File: src/rtl/apb_pkg.sv
// Shared types and default sizing for the APB request bridge.
package apb_pkg;

  localparam int APB_ADDR_W         = 32;
  localparam int APB_DATA_W         = 32;
  localparam int APB_DEPTH          = 4;
  localparam int APB_TIMEOUT_CYCLES = 16;

  typedef enum logic [1:0] {
    IDLE,
    SETUP,
    ACCESS,
    RESP
  } state_t;

  typedef struct packed {
    logic                  write;
    logic [APB_ADDR_W-1:0] addr;
    logic [APB_DATA_W-1:0] wdata;
  } apb_req_t;

endpackage

File: src/rtl/apb_req_fifo.sv
// Synchronous request FIFO; DEPTH must be a power of two so the pointers wrap naturally.
// The entry type is a parameter so the bridge can store requests at its own widths.
module apb_req_fifo
  import apb_pkg::*;
#(
  parameter int  DEPTH = APB_DEPTH,
  parameter type T     = apb_req_t
) (
  input  logic PCLK,
  input  logic PRESET,
  input  logic push,
  input  T     push_data,
  input  logic pop,
  output T     pop_data,
  output logic full,
  output logic empty
);

  localparam int PW = $clog2(DEPTH);

  T              mem [DEPTH];
  logic [PW-1:0] wr_ptr;
  logic [PW-1:0] rd_ptr;
  logic [PW:0]   count;
  logic          do_push;
  logic          do_pop;

  // A push is refused when full even if a pop happens in the same cycle.
  assign do_push  = push && !full;
  assign do_pop   = pop && !empty;
  assign full     = (count == (PW+1)'(DEPTH));
  assign empty    = (count == '0);
  assign pop_data = mem[rd_ptr];

  always_ff @(posedge PCLK) begin
    if (PRESET) begin
      wr_ptr <= '0;
      rd_ptr <= '0;
      count  <= '0;
    end else begin
      if (do_push) wr_ptr <= wr_ptr + 1'b1;
      if (do_pop)  rd_ptr <= rd_ptr + 1'b1;
      case ({do_push, do_pop})
        2'b10:   count <= count + 1'b1;
        2'b01:   count <= count - 1'b1;
        default: count <= count;
      endcase
    end
  end

  always_ff @(posedge PCLK) begin
    if (do_push) mem[wr_ptr] <= push_data;
  end

endmodule

File: src/rtl/apb_req_bridge.sv
// APB requester: queues commands, runs SETUP->ACCESS transfers, returns responses.
// Define APB_TIMEOUT_EN to abort ACCESS phases that wait longer than TIMEOUT_CYCLES.
module apb_req_bridge
  import apb_pkg::*;
#(
  parameter int ADDR_W         = APB_ADDR_W,
  parameter int DATA_W         = APB_DATA_W,
  parameter int DEPTH          = APB_DEPTH,
  parameter int TIMEOUT_CYCLES = APB_TIMEOUT_CYCLES
) (
  input  logic              PCLK,
  input  logic              PRESET,
  input  logic              req_valid,
  output logic              req_ready,
  input  logic              req_write,
  input  logic [ADDR_W-1:0] req_addr,
  input  logic [DATA_W-1:0] req_wdata,
  output logic              rsp_valid,
  input  logic              rsp_ready,
  output logic [DATA_W-1:0] rsp_rdata,
  output logic              rsp_err,
  output logic              busy,
  output logic              PSEL,
  output logic              PENABLE,
  output logic              PWRITE,
  output logic [ADDR_W-1:0] PADDR,
  output logic [DATA_W-1:0] PWDATA,
  input  logic [DATA_W-1:0] PRDATA,
  input  logic              PREADY,
  input  logic              PSLVERR
);

  typedef struct packed {
    logic              write;
    logic [ADDR_W-1:0] addr;
    logic [DATA_W-1:0] wdata;
  } req_t;

  state_t state, state_n;
  req_t   fifo_in, fifo_out;
  logic   fifo_full, fifo_empty, fifo_pop;

  logic              psel_n, penable_n, pwrite_n;
  logic [ADDR_W-1:0] paddr_n;
  logic [DATA_W-1:0] pwdata_n;
  logic              rsp_valid_n, rsp_err_n;
  logic [DATA_W-1:0] rsp_rdata_n;

`ifdef APB_TIMEOUT_EN
  localparam int TW = $clog2(TIMEOUT_CYCLES + 1);
  logic [TW-1:0] tmo_cnt, tmo_n;
`endif

  assign fifo_in   = '{write: req_write, addr: req_addr, wdata: req_wdata};
  assign req_ready = !fifo_full;
  assign busy      = !fifo_empty || (state != IDLE);

  apb_req_fifo #(
    .DEPTH (DEPTH),
    .T     (req_t)
  ) u_fifo (
    .PCLK      (PCLK),
    .PRESET    (PRESET),
    .push      (req_valid),
    .push_data (fifo_in),
    .pop       (fifo_pop),
    .pop_data  (fifo_out),
    .full      (fifo_full),
    .empty     (fifo_empty)
  );

  always_ff @(posedge PCLK) begin
    if (PRESET) begin
      state     <= IDLE;
      PSEL      <= 1'b0;
      PENABLE   <= 1'b0;
      PWRITE    <= 1'b0;
      PADDR     <= '0;
      PWDATA    <= '0;
      rsp_valid <= 1'b0;
      rsp_rdata <= '0;
      rsp_err   <= 1'b0;
`ifdef APB_TIMEOUT_EN
      tmo_cnt   <= '0;
`endif
    end else begin
      state     <= state_n;
      PSEL      <= psel_n;
      PENABLE   <= penable_n;
      PWRITE    <= pwrite_n;
      PADDR     <= paddr_n;
      PWDATA    <= pwdata_n;
      rsp_valid <= rsp_valid_n;
      rsp_rdata <= rsp_rdata_n;
      rsp_err   <= rsp_err_n;
`ifdef APB_TIMEOUT_EN
      tmo_cnt   <= tmo_n;
`endif
    end
  end

  // APB outputs are registered, so each state computes the values seen in the next state.
  always_comb begin
    state_n     = state;
    psel_n      = PSEL;
    penable_n   = PENABLE;
    pwrite_n    = PWRITE;
    paddr_n     = PADDR;
    pwdata_n    = PWDATA;
    rsp_valid_n = rsp_valid;
    rsp_rdata_n = rsp_rdata;
    rsp_err_n   = rsp_err;
    fifo_pop    = 1'b0;
`ifdef APB_TIMEOUT_EN
    tmo_n       = tmo_cnt;
`endif
    case (state)
      IDLE: begin
        if (!fifo_empty) begin
          fifo_pop = 1'b1;
          psel_n   = 1'b1;
          pwrite_n = fifo_out.write;
          paddr_n  = fifo_out.addr;
          pwdata_n = fifo_out.wdata;
          state_n  = SETUP;
        end
      end
      SETUP: begin
        penable_n = 1'b1;
        state_n   = ACCESS;
`ifdef APB_TIMEOUT_EN
        tmo_n     = '0;
`endif
      end
      ACCESS: begin
        if (PREADY) begin
          psel_n      = 1'b0;
          penable_n   = 1'b0;
          rsp_valid_n = 1'b1;
          rsp_rdata_n = PWRITE ? '0 : PRDATA;
          rsp_err_n   = PSLVERR;
          state_n     = RESP;
        end
`ifdef APB_TIMEOUT_EN
        else if (tmo_cnt == TW'(TIMEOUT_CYCLES - 1)) begin
          psel_n      = 1'b0;
          penable_n   = 1'b0;
          rsp_valid_n = 1'b1;
          rsp_rdata_n = '0;
          rsp_err_n   = 1'b1;
          state_n     = RESP;
        end else begin
          tmo_n = tmo_cnt + 1'b1;
        end
`endif
      end
      RESP: begin
        if (rsp_ready) begin
          rsp_valid_n = 1'b0;
          state_n     = IDLE;
        end
      end
      default: state_n = IDLE;
    endcase
  end

endmodule

File: config.mk
export PLATFORM = sky130hd
export DESIGN_NAME = apb_req_bridge
export DESIGN_NICKNAME = d
export VERILOG_FILES = /design/src/rtl/apb_pkg.sv /design/src/rtl/apb_req_fifo.sv /design/src/rtl/apb_req_bridge.sv
export SDC_FILE = /design/constraint.sdc
export NUM_CORES = 1
export LEC_CHECK = 0
export CAP_MARGIN = 20
export CORE_UTILIZATION = 30
export CTS_CLUSTER_SIZE = 24
export DETAILED_ROUTE_END_ITERATION = 6
export DONT_BUFFER_PORTS = 1
export PLACE_DENSITY = 0.53
export SLEW_MARGIN = 20
export SYNTH_ARGS = -nofsm -noshare
export SYNTH_HDL_FRONTEND = slang
export SYNTH_SLANG_ARGS = --single-unit
File: constraint.sdc
create_clock -name PCLK -period 3.3 [get_ports PCLK]
set_clock_uncertainty 0.15 [all_clocks]
set_input_delay 0.33 -clock PCLK [delete_from_list [all_inputs] [get_ports PCLK]]
set_output_delay 0.33 -clock PCLK [all_outputs]
set_load 0.05 [all_outputs]
# == After elaboration in Yosys (flattened, before gate mapping) ==
# Memory sizes are Yosys's and may differ from the RTL's. A register that Yosys moved wholly into a read port is not among the register bits.
# Cells that the tools add are included.
# W data, S select, Z words.
# op_classes
addsub,4
n_eq_ne,9
muxes,17
n_bitwise,1
reduce_logical,18
# op_table
op,n
$mux W32,1
$reduce_bool A2 Y1,5
$reduce_and A3 Y1,3
$mux W1,8
$pmux W2 S4,1
$eq A2 B2 Y1 const B,3
$mux W2,3
$ne A2 B2 Y1 const B,3
$pmux W1 S2,3
$pmux W3 S2,1
$reduce_and A2 Y1,3
$add A2 B1 Y2 const B,2
$eq A2 B1 Y1 const B,2
$add A3 B1 Y3 const B,1
$eq A3 B3 Y1 const B,1
$logic_not A3 Y1,1
$sub A3 B1 Y3 const B,1
$logic_and A1 B1 Y1,2
$logic_not A1 Y1,2
$logic_not A2 Y1,1
$logic_or A1 B1 Y1,1
$not A1 Y1,1
# word_totals
reg_bits,45
mem_bits_rw,260
wordCells,59
n_memories,1
# mem_list
memory,words,word_bits,read_ports,rd_clocked_by_memory_dff,wr,line,source
u_fifo.mem,4,65,1,1,1,apb_req_fifo.sv:21,T mem [DEPTH];

# == Logic depth before layout (Yosys ltp) ==
# Gate-level depths: netlist (run 1).
# logic_depth
ltp_word,6
ltp_mapped,9
ltp_nobuf,9

# == Cells and area by module ==
# Synthesis (run 1) repeated with hierarchy kept, for this count alone.
# hier_totals
cells_unflattened,863
area_unflattened_um2,13825.8
# by_module_without_submodules
mod,instances,cells_per_inst,area_per_inst_um2,seq_area_each_um2
apb_req_fifo,1,393,9900.7,7987.7
apb_req_bridge,1,470,3925.0,2062.0

# == Least setup slack after synthesis (run 1) ==
# No wires, ideal clock.
# synth_path
path_type,register to register
start,register u_fifo.count[0]
end,"memory u_fifo.mem[0][0] in the netlist's numbering, enable pin"
setup_ns,0.430
arrival_ns,2.833
required_ns,2.720
path_slack_ns,-0.114
path_stages_with_launch,4
n_path_buf,1
cell_sequence,dfxtp_1 -> or3b_1 -> clkbuf_1 -> and3_1
# synth_via
elab_chain_cells,5
# synth_lines
item,line,source
from (decl),apb_req_fifo.sv:24,logic [PW:0] count;
from (signal assigned),apb_req_fifo.sv:44,2'b10: count <= count + 1'b1;
from (signal assigned),apb_req_fifo.sv:45,2'b01: count <= count - 1'b1;
from (signal assigned),apb_req_fifo.sv:46,default: count <= count;
$eq A3 B3 Y1,apb_req_fifo.sv:31,assign full = (count == (PW+1)'(DEPTH));
$logic_not A1 Y1,n/a,
net req_ready,apb_req_bridge.sv:14,"output logic req_ready,"
$logic_and A1 B1 Y1,apb_req_fifo.sv:29,assign do_push = push && !full;
$mux W1,apb_req_fifo.sv:52,if (do_push) mem[wr_ptr] <= push_data;
$mux W1 (implied by the code),apb_req_fifo.sv:52,
to (decl),apb_req_fifo.sv:21,
# The timed path passes the listed nets, and every way through them passes these cells.

# == Worst setup path in the final report (run 1) ==
# layout_path
start,register state[0]
end,output port busy
# layout_via
elab_chain_cells,2
# layout_lines
item,line,source
from (decl),apb_req_bridge.sv:39,"state_t state, state_n;"
from (signal assigned),apb_req_bridge.sv:87,state <= state_n;
$reduce_bool A2 Y1,apb_req_bridge.sv:56,assign busy = !fifo_empty || (state != IDLE);
$logic_or A1 B1 Y1,apb_req_bridge.sv:56,
to (decl),apb_req_bridge.sv:22,"output logic busy,"
# Every way passes these cells.

==> flow_metrics.py, run 1 <==
metrics = {
    "sta": {
        "finalHoldViolCount": 0,
        "setup_viol": 0,
        "relSlewSlack": 0.553,
        "rsz0062_at_grt": "false",
        "finalMaxSlewViolations": 0,
        "timing.setup.tns_ns": 0,
        "fin_crit_sh": 0.760,
        "min_period_ns": 2.51,
        "fmax_mhz": 399,
        "worstMarginPinSlew_ns": 0.670,
    },
    "floorplan": {
        "die_x_um": 211,
        "initial_core_util": 0.305,
        "die_height_um": 211,
        "core_um2": 43100,
        "row_count": 76,
        "die-area_um2": 44600,
        "pin_count": 206,
    },
    "yosys": {
        "synthFlopType": "edfxtp_1",
        "synth_edf_count": 260,
        "syn-cell-area_um2": 13100,
        "async_flop_share": 0,
        "ys_ff_latch": 370,
        "yosysSeqAreaShare": 0.763,
        "syn_avg_cell_area_um2": 20.4,
        "synth_nets": 757,
        "yosysWarnings": 0,
        "synth.distinct_cells": 36,
        "synth_cells": 644,
    },
    "setup_path": {
        "crit_path_end_kind": "primary output",
        "crit_type": "reg2out",
        "cp.required_ns": 2.82,
        "crit_fanout": 4,
        "arrival_ns": 2.03,
        "start_kind": "register",
    },
    "placement": {
        "hpwl_um": 16500,
        "gp_congestion": 0.660,
        "portBuffers": 0,
    },
    "global_routing": {
        "antenna_found_initial": 2,
        "grt_use_total": 0.130,
        "grt_pass1_wl_um": 43000,
        "grt_max_degree": 42,
        "overflow": 0,
        "first_global_vias": 6927,
    },
    "drt": {
        "ant_nets": 0,
        "drt_first_iter_violations": 369,
        "vias": 6479,
        "via_per_inst": 4.65,
        "avgRoutedWirePerCell_um": 20.8,
        "drt-total-wl_um": 29000,
        "drc": 0,
        "first_pass_iters": 4,
    },
    "finish": {
        "fin_util": 0.380,
        "final_common_cell": "edfxtp_1",
        "final_cell_mix": "edfxtp_1, dfxtp_1, dlygate4sd3_1",
        "area_growth_pct": 24.8,
        "n_fill_cell": 3914,
        "nets": 887,
        "layout-drive-gt1-share": 0.205,
        "seqCellArea_um2": 10000,
        "multi_input_area_um2": 2830,
    },
    "pwr": {
        "power_switching_mw": 5.07,
        "p_per_area_nw_per_um2": 917,
        "p_clk_frac": 0.322,
        "p_int_mw": 9.93,
        "power_frac_comb": 0.168,
        "sequentialPowerShare": 0.510,
        "ir_drop_mv": 0.544,
        "leakage_nw": 5.46,
        "p_sw_frac": 0.338,
        "total_power_mw": 15.0,
    },
    "flow_run": {
        "cap_viol_max_count": 0,
    },
    "cts": {
        "cts_tree": "yes",
        "htreeDepth": 2,
        "clk_path_buf_depth": 3,
        "clockRootBuffer": "clkbuf_16",
        "cts.clk_slew.worst_paths_ns": 0.06,
        "cts_sinks": 370,
        "cts_inserted_buffers": 42,
        "clock_latency_ns": 0.55,
        "cts_resized": 0,
    },
    "hold_path": {
        "hp-class": "in2reg",
    },
    "status": {
        "status": "finished, final reports clean",
    },
}
[state kept, by name, indices dropped and copies added (netlist names)]
name	flops
u_fifo.mem	260
PADDR	32
PWDATA	32
rsp_rdata	32
u_fifo.count	3
state	2
u_fifo.rd_ptr	2
u_fifo.wr_ptr	2
PENABLE	1
PSEL	1
PWRITE	1
rsp_err	1
rsp_valid	1
[layout make-up]
cell class | instances | area share
clock buffer | 55 | 0.0735
timing repair buffer | 125 | 0.0786
tap | 585 | 0.0447
multi-input combinational | 227 | 0.173
sequential | 370 | 0.612
inverter | 8 | 0.00183
clock inverter | 23 | 0.0160
antenna | 1 | 0.000153
[stage by stage]
| step | instances | hold WS [ns] | worst slack [ns] | cell area [um2] |
|---|---|---|---|---|
| finish | 1394 | 0.0745 | 0.791 | 16400 |
| global route | 1394 | 0.0434 | 0.581 | 16400 |
| CTS | 1393 | 0.0244 | 0.687 | 16400 |
| detailed placement | 1211 | 0.254 | 0.998 | 13900 |
| global placement | 1211 | 0.255 | 0.999 | 13900 |
| floorplan | 644 | 0.279 | 0.591 | 13100 |
[synthesized netlist by cell type, types with 4 or more instances]
| cell type | count | share of area |
|---|---|---|
| inv_1 | 8 | 0.0023 |
| buf_1 | 6 | 0.0017 |
| ha_1 | 9 | 0.0086 |
| nor2_1 | 8 | 0.0023 |
| mux4_2 | 65 | 0.11 |
| and3_1 | 4 | 0.0019 |
| a22o_1 | 97 | 0.065 |
| nand2_1 | 5 | 0.0014 |
| buf_2 | 9 | 0.0034 |
| dfxtp_1 | 110 | 0.17 |
| a21oi_1 | 8 | 0.0031 |
| clkbuf_1 | 9 | 0.0026 |
| edfxtp_1 | 260 | 0.60 |
| buf_6 | 5 | 0.0043 |
| buf_4 | 6 | 0.0034 |
| nand2b_1 | 5 | 0.0024 |
| buf_12 | 4 | 0.0061 |
[routing by layer]
metal  up-vias  share of wire  global-route usage
met2       195           0.47               0.208
met1      3313           0.44               0.168
met5         -        0.00045                   0
met3        54          0.068              0.0449
li1       2915              -                   -
met4         2          0.022              0.0372
[power groups by stage]
stage | Sequential [mW] | Clock, mW | Combinational (mW)
3_3_place_gp | 7.75 | 0 | 2.45
4_1_cts | 7.67 | 4.99 | 2.61
3_5_place_dp | 7.76 | 0 | 2.46
5_1_grt | 7.75 | 5.15 | 2.78
2_1_floorplan | 7.51 | 0 | 1.96
6_report | 7.65 | 4.83 | 2.53
[worst max-delay path: stages (launching register included)]
cell and delay [ns]:
dfxtp_1 0.33, inv_1 0.09, ha_1 0.22, nor4b_1 0.48, inv_1 0.38
[cells by family (layout without fill, tap and decap cells)]
logic type	Yosys count	in the layout	share of synthesized area
flip-flops	370	370	0.763
adder cells (fa/ha/maj)	10	10	0.0101
multiplexers	66	66	0.112
AND/OR/NAND/NOR	33	33	0.0144
other	0	1	0
XOR/XNOR	4	4	0.00267
AO/OA/AOI/OAI	114	114	0.0735
buffers and inverters	47	211	0.0238
[timing repair]
| item | 4_1_cts | 5_1_grt |
|---|---|---|
| hold buffers | 104 | 0 |
| buffers inserted | 0 | 0 |
| endpoints found under the hold margin | 304 | 0 |
[worst paths after layout]
path / cells after the start / from / to / slack [ns]
hold / removal: 1 / req_valid / u_fifo.mem[1][35]$_DFFE_PP_ / 0.07
hold reg to reg: 2 / state[1]$_SDFFE_PP0P_ / state[1]$_SDFFE_PP0P_ / 0.36
setup / recovery: 4 / state[0]$_SDFFE_PP0P_ / busy / 0.79
setup reg to reg: 6 / state[0]$_SDFFE_PP0P_ / rsp_err$_SDFFE_PP0P_ / 0.97
Note: power is estimated with default switching activity, not from simulation.
==> run 2: changes to the inputs <==
--- a/config.mk
+++ b/config.mk
@@ -5,6 +5,7 @@
 export SDC_FILE = /design/constraint.sdc
 export NUM_CORES = 1
 export LEC_CHECK = 0
+export ABC_AREA = 1
 export CAP_MARGIN = 20
 export CORE_UTILIZATION = 30
 export CTS_CLUSTER_SIZE = 24
==> constraint.sdc (replaced) <==
create_clock -name PCLK -period 2.6 [get_ports PCLK]
set_clock_uncertainty 0.15 [all_clocks]
set_input_delay 0.26 -clock PCLK [delete_from_list [all_inputs] [get_ports PCLK]]
set_output_delay 0.26 -clock PCLK [all_outputs]
set_load 0.05 [all_outputs]
==> flow_metrics.py, run 2 <==
metrics = {
    "status": {
        "status": "finished, final reports clean",
    },
    "floorplan": {
        "pin_count": 206,
        "die_x_um": 223,
        "die-area_um2": 49900,
        "row_count": 80,
        "core_um2": 48000,
        "initial_core_util": 0.306,
        "die_height_um": 223,
    },
    "pwr": {
        "p_sw_frac": 0.402,
        "p_int_mw": 12.6,
        "p_per_area_nw_per_um2": 1180,
        "power_frac_comb": 0.255,
        "p_clk_frac": 0.278,
        "sequentialPowerShare": 0.467,
        "total_power_mw": 21.0,
        "ir_drop_mv": 1.32,
        "leakage_nw": 7.06,
        "power_switching_mw": 8.44,
    },
    "cts": {
        "clk_path_buf_depth": 3,
        "cts_sinks": 370,
        "cts_resized": 0,
        "htreeDepth": 2,
        "clockRootBuffer": "clkbuf_16",
        "clock_latency_ns": 0.55,
        "cts_inserted_buffers": 42,
        "hold_buffers": 103,
        "cts_tree": "yes",
        "cts.clk_slew.worst_paths_ns": 0.05,
        "post_cts_buffers": 0,
    },
    "global_routing": {
        "grt_use_total": 0.142,
        "overflow": 0,
        "grt_pass1_wl_um": 54700,
        "grt_max_degree": 68,
        "antenna_found_initial": 1,
        "first_global_vias": 9627,
    },
    "setup_path": {
        "crit_type": "reg2reg",
        "worstReg2RegStart": "u_fifo.count[0]$_SDFFE_PP0P_",
        "crit_path_end_kind": "register",
        "arrival_ns": 2.55,
        "r2r_slack_ns": 0.34,
        "crit-reg2reg-capture": "u_fifo.count[2]$_SDFFE_PP0P_",
        "crit_start": "u_fifo.count[0]$_SDFFE_PP0P_",
        "worstRegToRegCells": 11,
        "crit_fanout": 8,
        "start_kind": "register",
        "cp.required_ns": 2.89,
        "crit_end": "u_fifo.count[2]$_SDFFE_PP0P_",
    },
    "yosys": {
        "synthFlopType": "edfxtp_1",
        "synthTopCellsByCount": "nand2_1, edfxtp_1, nor2_1",
        "synth_edf_count": 260,
        "async_flop_share": 0,
        "synth_nets": 1602,
        "synth.distinct_cells": 26,
        "syn-cell-area_um2": 14700,
        "synth_top_cell_by_area": "edfxtp_1",
        "yosys.area.top_type_share": 0.531,
        "synth_cells": 1489,
        "ys_ff_latch": 370,
        "syn_avg_cell_area_um2": 9.87,
        "yosysWarnings": 0,
        "yosysSeqAreaShare": 0.681,
        "synth_most_common_cell": "nand2_1",
        "yosys-top-cells-area": "edfxtp_1, nand2_1, dfxtp_1",
    },
    "finish": {
        "final_common_cell": "nand2_1",
        "area_growth_pct": 21.1,
        "top_register": "u_fifo.mem",
        "layout-drive-gt1-share": 0.0682,
        "final_cell_mix": "nand2_1, edfxtp_1, nor2_1",
        "nets": 1692,
        "n_fill_cell": 4734,
        "antenna_cells": 0,
        "largest_register_ffs": 260,
    },
    "sta": {
        "rsz0062_at_grt": "false",
        "worstMarginPinSlew_ns": 1.02,
        "fin_crit_sh": 0.869,
        "setup_viol": 0,
        "finalHoldViolCount": 0,
        "finalMaxSlewViolations": 0,
        "fmax_mhz": 443,
        "timing.setup.tns_ns": 0,
        "min_period_ns": 2.26,
        "relSlewSlack": 0.318,
    },
    "drt": {
        "drt-total-wl_um": 35500,
        "drc": 0,
        "drt_first_iter_violations": 392,
        "via_per_inst": 4.41,
        "vias": 9810,
        "first_pass_iters": 4,
        "ant_nets": 0,
        "avgRoutedWirePerCell_um": 15.9,
    },
    "placement": {
        "gp_congestion": 0.697,
        "hpwl_um": 19000,
        "portBuffers": 0,
    },
    "flow_run": {
        "cap_viol_max_count": 0,
    },
    "hold_path": {
        "min_path_cells": 3,
        "hp-start": "PRDATA[27]",
        "hp-class": "in2reg",
    },
}
==> run 2: power groups by stage <==
stage	sequential, mW	clock, mW	combinational (mW)
floorplan	9.58	0	4.21
global placement	9.96	0	5.23
detailed placement	9.97	0	5.30
CTS	9.84	6.07	5.51
global route	9.93	6.28	6.21
finish	9.81	5.84	5.36
==> run 2: critical path, stage by stage, from the launching register on <==
cell	delay, ns
dfxtp_1	0.33
nor2_4	0.15
nand2_2	0.10
nand2_2	0.26
ha_1	0.21
inv_1	0.07
fa_1	0.37
or2_2	0.31
nand3_1	0.07
nand2_1	0.05
inv_1	0.05
nor2_1	0.03
==> run 2: worst min path at each step <==
stage / end / slack (ns)
3_5_place_dp: u_fifo.rd_ptr[1]$_SDFFE_PP0P_ / 0.18
3_3_place_gp: u_fifo.rd_ptr[1]$_SDFFE_PP0P_ / 0.18
2_1_floorplan: u_fifo.mem[0][0]$_DFFE_PP_ / 0.21
4_1_cts: rsp_rdata[27]$_SDFFE_PP0P_ / 0.19
6_report: rsp_rdata[27]$_SDFFE_PP0P_ / 0.24
5_1_grt: rsp_rdata[0]$_SDFFE_PP0P_ / 0.22
==> run 2: layout make-up <==
cell class | instances | area (um2) | area share
tap | 615 | 769 | 0.0432
clock buffer | 61 | 1200 | 0.0677
sequential | 370 | 10000 | 0.563
clock inverter | 16 | 164 | 0.00921
inverter | 89 | 340 | 0.0191
multi-input combinational | 951 | 3940 | 0.221
timing repair buffer | 125 | 1360 | 0.0764
==> run 2: per-layer routing <==
| metal | global-route usage | vias to the layer above | wire length (um) |
|---|---|---|---|
| met3 | 0.0385 | 64 | 2080 |
| li1 | - | 4962 | - |
| met1 | 0.174 | 4569 | 15800 |
| met2 | 0.240 | 213 | 16700 |
| met4 | 0.0508 | 2 | 954 |
| met5 | 0 | - | 11 |
==> run 2: cells by family (layout without fill, tap and decap cells) <==
family / count (synthesis) / after routing / synth area share
buf+inv: 168 / 291 / 0.0532
fa+ha+maj: 10 / 10 / 0.00903
flops: 370 / 370 / 0.681
compound gates: 81 / 81 / 0.0276
simple gates: 860 / 860 / 0.229
==> run 2: metrics by stage <==
step | instances | cell area, um2 | worst slack, ns | hold slack (ns) | utilization
4_1_cts | 2227 | 17800 | 0.303 | 0.194 | 0.370
5_1_grt | 2227 | 17800 | 0.116 | 0.225 | 0.370
3_5_place_dp | 2047 | 15400 | 0.326 | 0.176 | 0.320
6_report | 2227 | 17800 | 0.341 | 0.237 | 0.370
2_1_floorplan | 1489 | 14700 | 0.133 | 0.209 | -
3_3_place_gp | 2047 | 15400 | 0.340 | 0.175 | 0.320
